--- src/rtl/die_draw_scheduler.sv ---
// die_draw_scheduler
//   Shares one die sprite ROM and palette path between NUM_DICE dice.
//   For each pixel it picks the lowest-index die covering it and builds the
//   sprite ROM address. It returns the palette index two cycles later, aligned
//   to the one-cycle ROM read.
//
//   Optional feature macro: DIE_ROLL_EN
//     defined   : per-die roll animation FSMs (roll_req / rolling active)
//     undefined : roll_req ignored, rolling = 0, displayed face = shadow face
//
// Ports
//   vga_clk      pixel clock, all state on posedge
//   reset_n      asynchronous active-low reset
//   DrawX/DrawY  current pixel column / row
//   blank        1 = active video
//   frame_start  one-cycle pulse at start of vertical blank
//   die_x/die_y  per-die left / top edge, 10 bits each
//   die_face     per-die target face 0..5 (6,7 read as 0), 3 bits each
//   die_en       per-die visible
//   roll_req     per-die one-cycle roll request
//   rom_address  sprite ROM address (registered)
//   rom_q        ROM data for the registered address
//   pix_index    palette index of the output pixel (0 when not valid)
//   pix_valid    output pixel is an opaque die pixel
//   hit_id       die owning pix_index (0 when not valid)
//   rolling      per-die roll animation active
module die_draw_scheduler #(
   parameter int NUM_DICE    = 4,
   parameter int SPR_W       = 100,
   parameter int SPR_H       = 100,
   parameter int ROM_AW      = 16,
   parameter int TRANSP_IDX  = 0,
   parameter int ROLL_FRAMES = 30,
   parameter int ROLL_STEP   = 3
) (
   input  logic                     vga_clk,
   input  logic                     reset_n,
   input  logic [9:0]               DrawX,
   input  logic [9:0]               DrawY,
   input  logic                     blank,
   input  logic                     frame_start,
   input  logic [10*NUM_DICE-1:0]   die_x,
   input  logic [10*NUM_DICE-1:0]   die_y,
   input  logic [3*NUM_DICE-1:0]    die_face,
   input  logic [NUM_DICE-1:0]      die_en,
   input  logic [NUM_DICE-1:0]      roll_req,
   output logic [ROM_AW-1:0]        rom_address,
   input  logic [3:0]               rom_q,
   output logic [3:0]               pix_index,
   output logic                     pix_valid,
   output logic [2:0]               hit_id,
   output logic [NUM_DICE-1:0]      rolling
);

   function automatic logic [2:0] face_clip(input logic [2:0] f);
      return (f > 3'd5) ? 3'd0 : f;
   endfunction

   // Position / enable shadows: only change on frame_start so a frame never tears.
   logic [10*NUM_DICE-1:0] sx_q, sx_d, sy_q, sy_d;
   logic [NUM_DICE-1:0]    sen_q, sen_d;
   logic [3*NUM_DICE-1:0]  face_tgt;
   logic [3*NUM_DICE-1:0]  face_disp;

   for (genvar g = 0; g < NUM_DICE; g++) begin : g_tgt
      assign face_tgt[3*g +: 3] = face_clip(die_face[3*g +: 3]);
   end

   always_comb begin
      sx_d  = frame_start ? die_x  : sx_q;
      sy_d  = frame_start ? die_y  : sy_q;
      sen_d = frame_start ? die_en : sen_q;
   end

   always_ff @(posedge vga_clk or negedge reset_n) begin
      if (!reset_n) begin
         sx_q  <= '0;
         sy_q  <= '0;
         sen_q <= '0;
      end else begin
         sx_q  <= sx_d;
         sy_q  <= sy_d;
         sen_q <= sen_d;
      end
   end

`ifdef DIE_ROLL_EN
   localparam int FC_W = (ROLL_FRAMES > 1) ? $clog2(ROLL_FRAMES) : 1;
   localparam int SC_W = (ROLL_STEP > 1) ? $clog2(ROLL_STEP) : 1;

   // fd_q is the displayed face; in IDLE it is reloaded from the target face
   // at every frame_start, so it doubles as the face shadow.
   logic [NUM_DICE-1:0]      pend_q, pend_d, roll_q, roll_d;
   logic [FC_W*NUM_DICE-1:0] fc_q, fc_d;
   logic [SC_W*NUM_DICE-1:0] sc_q, sc_d;
   logic [3*NUM_DICE-1:0]    fd_q, fd_d;

   always_comb begin
      pend_d = pend_q;
      roll_d = roll_q;
      fc_d   = fc_q;
      sc_d   = sc_q;
      fd_d   = fd_q;
      for (int i = 0; i < NUM_DICE; i++) begin
         if (frame_start) begin
            if (pend_q[i]) begin
               // A pending request starts (or restarts) the roll from frame 0.
               roll_d[i]             = 1'b1;
               fc_d[FC_W*i +: FC_W]  = '0;
               sc_d[SC_W*i +: SC_W]  = '0;
            end else if (roll_q[i]) begin
               if (fc_q[FC_W*i +: FC_W] == FC_W'(ROLL_FRAMES - 1)) begin
                  fd_d[3*i +: 3] = face_tgt[3*i +: 3];
                  roll_d[i]      = 1'b0;
               end else begin
                  fc_d[FC_W*i +: FC_W] = fc_q[FC_W*i +: FC_W] + 1'b1;
                  if (sc_q[SC_W*i +: SC_W] == SC_W'(ROLL_STEP - 1)) begin
                     sc_d[SC_W*i +: SC_W] = '0;
                     fd_d[3*i +: 3] = (fd_q[3*i +: 3] == 3'd5) ? 3'd0 : fd_q[3*i +: 3] + 3'd1;
                  end else begin
                     sc_d[SC_W*i +: SC_W] = sc_q[SC_W*i +: SC_W] + 1'b1;
                  end
               end
            end else begin
               fd_d[3*i +: 3] = face_tgt[3*i +: 3];
            end
            pend_d[i] = 1'b0;
         end
         // A request on a frame_start cycle is kept for the next frame_start.
         if (roll_req[i]) begin
            pend_d[i] = 1'b1;
         end
      end
   end

   always_ff @(posedge vga_clk or negedge reset_n) begin
      if (!reset_n) begin
         pend_q <= '0;
         roll_q <= '0;
         fc_q   <= '0;
         sc_q   <= '0;
         fd_q   <= '0;
      end else begin
         pend_q <= pend_d;
         roll_q <= roll_d;
         fc_q   <= fc_d;
         sc_q   <= sc_d;
         fd_q   <= fd_d;
      end
   end

   assign face_disp = fd_q;
   assign rolling   = roll_q;
`else
   logic [3*NUM_DICE-1:0] sf_q, sf_d;
   logic                  unused_roll;
   logic [31:0]           unused_roll_cfg;

   assign unused_roll     = ^roll_req;
   assign unused_roll_cfg = 32'(ROLL_FRAMES) ^ 32'(ROLL_STEP);

   always_comb begin
      sf_d = frame_start ? face_tgt : sf_q;
   end

   always_ff @(posedge vga_clk or negedge reset_n) begin
      if (!reset_n) begin
         sf_q <= '0;
      end else begin
         sf_q <= sf_d;
      end
   end

   assign face_disp = sf_q;
   assign rolling   = '0;
`endif

   // Per-die hit test and sprite address, local offsets in 11-bit signed.
   logic [NUM_DICE-1:0]        die_hit;
   logic [ROM_AW*NUM_DICE-1:0] die_addr;

   for (genvar g = 0; g < NUM_DICE; g++) begin : g_die
      logic signed [10:0] lx, ly;
      assign lx = $signed({1'b0, DrawX}) - $signed({1'b0, sx_q[10*g +: 10]});
      assign ly = $signed({1'b0, DrawY}) - $signed({1'b0, sy_q[10*g +: 10]});
      assign die_hit[g] = sen_q[g] && (int'(lx) >= 0) && (int'(lx) < SPR_W)
                                   && (int'(ly) >= 0) && (int'(ly) < SPR_H);
      assign die_addr[ROM_AW*g +: ROM_AW] =
         ROM_AW'(32'(face_disp[3*g +: 3]) * 32'(SPR_W * SPR_H)
                 + 32'(ly[9:0]) * 32'(SPR_W) + 32'(lx[9:0]));
   end

   logic [ROM_AW-1:0] rom_address_q, rom_address_d;
   logic              hit_q, hit_d;
   logic [2:0]        win_q, win_d;
   logic              blank_q, blank_d;
   logic [3:0]        pix_index_q, pix_index_d;
   logic              pix_valid_q, pix_valid_d;
   logic [2:0]        hit_id_q, hit_id_d;

   always_comb begin
      // Stage 1: lowest-index hit wins; a transparent winner still owns the pixel.
      hit_d         = 1'b0;
      win_d         = '0;
      rom_address_d = '0;
      for (int i = NUM_DICE - 1; i >= 0; i--) begin
         if (die_hit[i]) begin
            hit_d         = 1'b1;
            win_d         = 3'(i);
            rom_address_d = die_addr[ROM_AW*i +: ROM_AW];
         end
      end
      blank_d = blank;

      // Stage 2: ROM data for the stage-1 address is present now.
      pix_valid_d = hit_q && blank_q && (rom_q != 4'(TRANSP_IDX));
      pix_index_d = pix_valid_d ? rom_q : 4'd0;
      hit_id_d    = pix_valid_d ? win_q : 3'd0;
   end

   always_ff @(posedge vga_clk or negedge reset_n) begin
      if (!reset_n) begin
         rom_address_q <= '0;
         hit_q         <= 1'b0;
         win_q         <= '0;
         blank_q       <= 1'b0;
         pix_index_q   <= '0;
         pix_valid_q   <= 1'b0;
         hit_id_q      <= '0;
      end else begin
         rom_address_q <= rom_address_d;
         hit_q         <= hit_d;
         win_q         <= win_d;
         blank_q       <= blank_d;
         pix_index_q   <= pix_index_d;
         pix_valid_q   <= pix_valid_d;
         hit_id_q      <= hit_id_d;
      end
   end

   assign rom_address = rom_address_q;
   assign pix_index   = pix_index_q;
   assign pix_valid   = pix_valid_q;
   assign hit_id      = hit_id_q;

endmodule
--- config.mk ---
export PLATFORM = sky130hd
export DESIGN_NAME = die_draw_scheduler
export DESIGN_NICKNAME = d
export VERILOG_FILES = /design/src/rtl/die_draw_scheduler.sv
export SDC_FILE = /design/constraint.sdc
export NUM_CORES = 1
export LEC_CHECK = 0
export BUFFER_PORTS_ARGS = -buffer_cell sky130_fd_sc_hd__buf_2
export CAP_MARGIN = 20
export CORE_ASPECT_RATIO = 1.75
export CORE_MARGIN = 2
export CORE_UTILIZATION = 41
export CTS_CLUSTER_DIAMETER = 50
export DETAILED_ROUTE_END_ITERATION = 10
export GPL_TIMING_DRIVEN = 1
export SYNTH_ARGS = -nofsm -noshare
export SYNTH_HDL_FRONTEND = slang
export SYNTH_SLANG_ARGS = --single-unit
--- constraint.sdc ---
create_clock -name vga_clk -period 5.4 [get_ports vga_clk]
set_clock_uncertainty 0.1 [all_clocks]
set_input_delay 0.27 -clock vga_clk [delete_from_list [all_inputs] [get_ports vga_clk]]
set_output_delay 0.27 -clock vga_clk [all_outputs]
set_load 0.05 [all_outputs]
==> impl_metrics.csv <==
group,metric,value,unit
outcome,status,"complete, but fails checks",
outcome,failed_checks,"negative setup slack",
yosys,syn-cell-area,15810,um^2
floorplanning,coreArea,38270,um^2
worst_setup_path,crit_arrival,5.87,ns
yosys,synth.most_common_cell,"ha_1",
yosys,yosys_most_used_dff,"dfrtp_1",
floorplanning,start_util,41.31,%
place,place_area,18810,um^2
place,gp_congestion,0.8961,
yosys,async_flop_share,100.0,%
sta,max_freq,0.1781,GHz
clock_tree,clock_latency,0.44,ns
floorplanning,dieWidth,152.5,um
cells_and_area,fin_area,21610,um^2
detailed_routing,first_iter_violations,542,
yosys,synth_top_area_share,26.03,%
job,drv_cap,0,
detailed_routing,ant_nets,0,
grt,grt_first_pass_wirelength,76890,um
sta,rsz0062_at_grt,"true",
yosys,synthTopCellsByArea,"ha_1, dfrtp_1, fa_1",
cells_and_area,layout.nets,2791,
cells_and_area,areaGrowthSynthToFinish,36.66,%
detailed_routing,vias,14484,
clock_tree,numCtsBuffers,17,
place,io_buffers,146,
yosys,postSynthCellCount,1791,
clock_tree,clkSinkCount,123,
yosys,synth-seq-area-share,19.47,%
yosys,yosys.area.top_type,"ha_1",
sta,period_share,104.0,%
hold_path,min_path_type,"input port to register",
grt,grt_use_total,24.16,%
yosys,synth-edff-count,0,
worst_setup_path,cp_max_fo,4,
clock_tree,clk_path_buf_depth,2,
sta,finalMaxSlewViolations,0,
detailed_routing,via_per_inst,5.233,
yosys,ys.warnings.count,0,
yosys,ys_types,79,
sta,tightestPinTransition,0.9114,ns
cells_and_area,drive_gt1_share,27.86,%
detailed_routing,drt_pass1_iterations,5,
floorplanning,num_io_pins,156,
worst_setup_path,cp-start-kind,"register",
cells_and_area,antenna_cells,0,
floorplanning,die_y,263.8,um
worst_setup_path,path_class,"register to register",
detailed_routing,routed_wl,49110,um
grt,grt_pass1_vias,15702,
sta,setup_viol_count_final,3,
grt,antenna_found_initial,0,
clock_tree,htree_num_levels,4,
worst_setup_path,end_kind,"register",
floorplanning,die_area,40220,um^2
grt,grt_max_degree,105,
detailed_routing,drc_errors,0,
clock_tree,cts.clk_slew.worst_paths,0.07,ns
sta,max-slew-margin-rel,39.24,%
clock_tree,cts_tree,"yes",
yosys,synth-seq-cells,123,
detailed_routing,wire_per_inst,17.74,um
sta,period_needed,5.615,ns
worst_setup_path,crit_required,5.65,ns
sta,fin_ws,-0.2153,ns
yosys,synth_commonest_cells,"ha_1, inv_1, o21ai_0",
clock_tree,root_buffer,"clkbuf_16",
place,dpl.hpwl,39210,um
yosys,syn_area_per_cell,8.829,um^2
floorplanning,rows,95,
sta,finalHoldViolations,0,
grt,overflow,0,
[critical path: stages (launching register included)]
cell and delay [ns]:
dfrtp_1 0.40, ha_2 0.20, fa_2 0.34, buf_4 0.15, xor2_2 0.16, buf_4 0.13
ha_1 0.31, ha_4 0.25, fa_1 0.48, ha_4 0.28, nor2b_1 0.14, o21ai_1 0.11
nand2b_1 0.09, a21o_1 0.16, a21o_1 0.18, a21o_1 0.17, a21oi_2 0.12, xnor2_1 0.14
ha_2 0.31, ha_4 0.16, or3_1 0.34, o21ai_1 0.09, a21oi_1 0.07, xnor2_1 0.17
o22a_1 0.24, a221oi_2 0.23
[metal layers]
layer / vias up / wire length, um / track usage [%]
li1: 7089 / - / -
met1: 6972 / 17010 / 23.14
met2: 282 / 27160 / 46.76
met3: 141 / 1266 / 2.838
met4: 0 / 3675 / 17.62
met5: - / 0 / 0
[kinds of logic after synthesis]
logic type / after synthesis / share of synthesized area [%]
and+or+nand+nor: 418 / 13.50
adders and majority gates: 393 / 34.14
AOI/OAI and AO/OA: 384 / 15.84
buffers and inverters: 302 / 7.398
xor gates and xnor gates: 155 / 8.585
DFF: 123 / 19.47
muxes: 15 / 1.052
other: 1 / 0.02372
[cell usage in the layout, fill, tap and decap left out, types with 29 or more instances in the layout]
cell and count:
ha_1 290, inv_1 251, buf_4 244, buf_2 144, nand2_1 127, dfrtp_1 123, o21ai_0 122, dlygate4sd3_1 96
xnor2_1 88, nor2_1 62, fa_1 57, a21oi_1 54, xor2_1 36, a21o_1 35, ha_4 30, nor2b_1 29
[layout make-up]
type | count | area (um^2)
multi-input combinational | 1370 | 12690
clock buffer | 18 | 429.2
clock inverter | 14 | 161.4
sequential | 123 | 3078
tap | 485 | 606.8
inverter | 266 | 998.5
fill | 3417 | 16660
timing repair buffer | 492 | 3647
[through the flow]
| stage | TNS, ns | setup WS (ns) | utilization (%) | std cells | hold WS [ns] |
|---|---|---|---|---|---|
| detailed placement | -2.560 | -0.6124 | 49.15 | 2614 | 0.2108 |
| CTS | -0.5248 | -0.2091 | 54.83 | 2755 | 0.007213 |
| finish | -0.3775 | -0.2153 | 56.46 | 2768 | 0.01794 |
| global route | -1.374 | -0.4228 | 56.46 | 2768 | 0.03404 |
| global placement | -2.336 | -0.5991 | 49.15 | 2614 | 0.2154 |
| floorplan | 0 | 0.002196 | - | 1795 | -0.1256 |
[path summary, 6_finish.rpt]
path	start	end	slack [ns]	cells past startpoint
min	die_y[11]	sy_q[11]$_DFFE_PN0P_	0.02	3
max in group asynchronous	reset_n	sy_q[34]$_DFFE_PN0P_	3.55	3
max reg2reg	sy_q[30]$_DFFE_PN0P_	rom_address[15]$_DFF_PN0_	-0.22	25
max	sy_q[30]$_DFFE_PN0P_	rom_address[15]$_DFF_PN0_	-0.22	25
min in group asynchronous	reset_n	sx_q[7]$_DFFE_PN0P_	0.28	2
min reg2reg	sen_q[0]$_DFFE_PN0P_	sen_q[0]$_DFFE_PN0P_	0.42	1
[repair_timing]
action / in CTS / in global routing
hold buffers: 96 / 0
setup buffers: 14 / 16
pin swaps: 76 / 113
setup endpoints to repair: 6 / 6
cloned: 0 / 0
endpoints found under the hold margin: 159 / 0
gates resized for setup: 89 / 94
[sequential cells by signal, indices dropped and copies added (netlist names)]
| signal | count |
|---|---|
| face_disp | 12 |
| hit_q | 1 |
| pix_index | 4 |
| win_q | 2 |
| sy_q | 40 |
| sen_q | 4 |
| sx_q | 40 |
| rom_address | 16 |
| pix_valid | 1 |
| hit_id | 2 |
| blank_q | 1 |
Power is not shown: default switching activity piles up to over one toggle a cycle in this logic, so the estimate is an artifact.
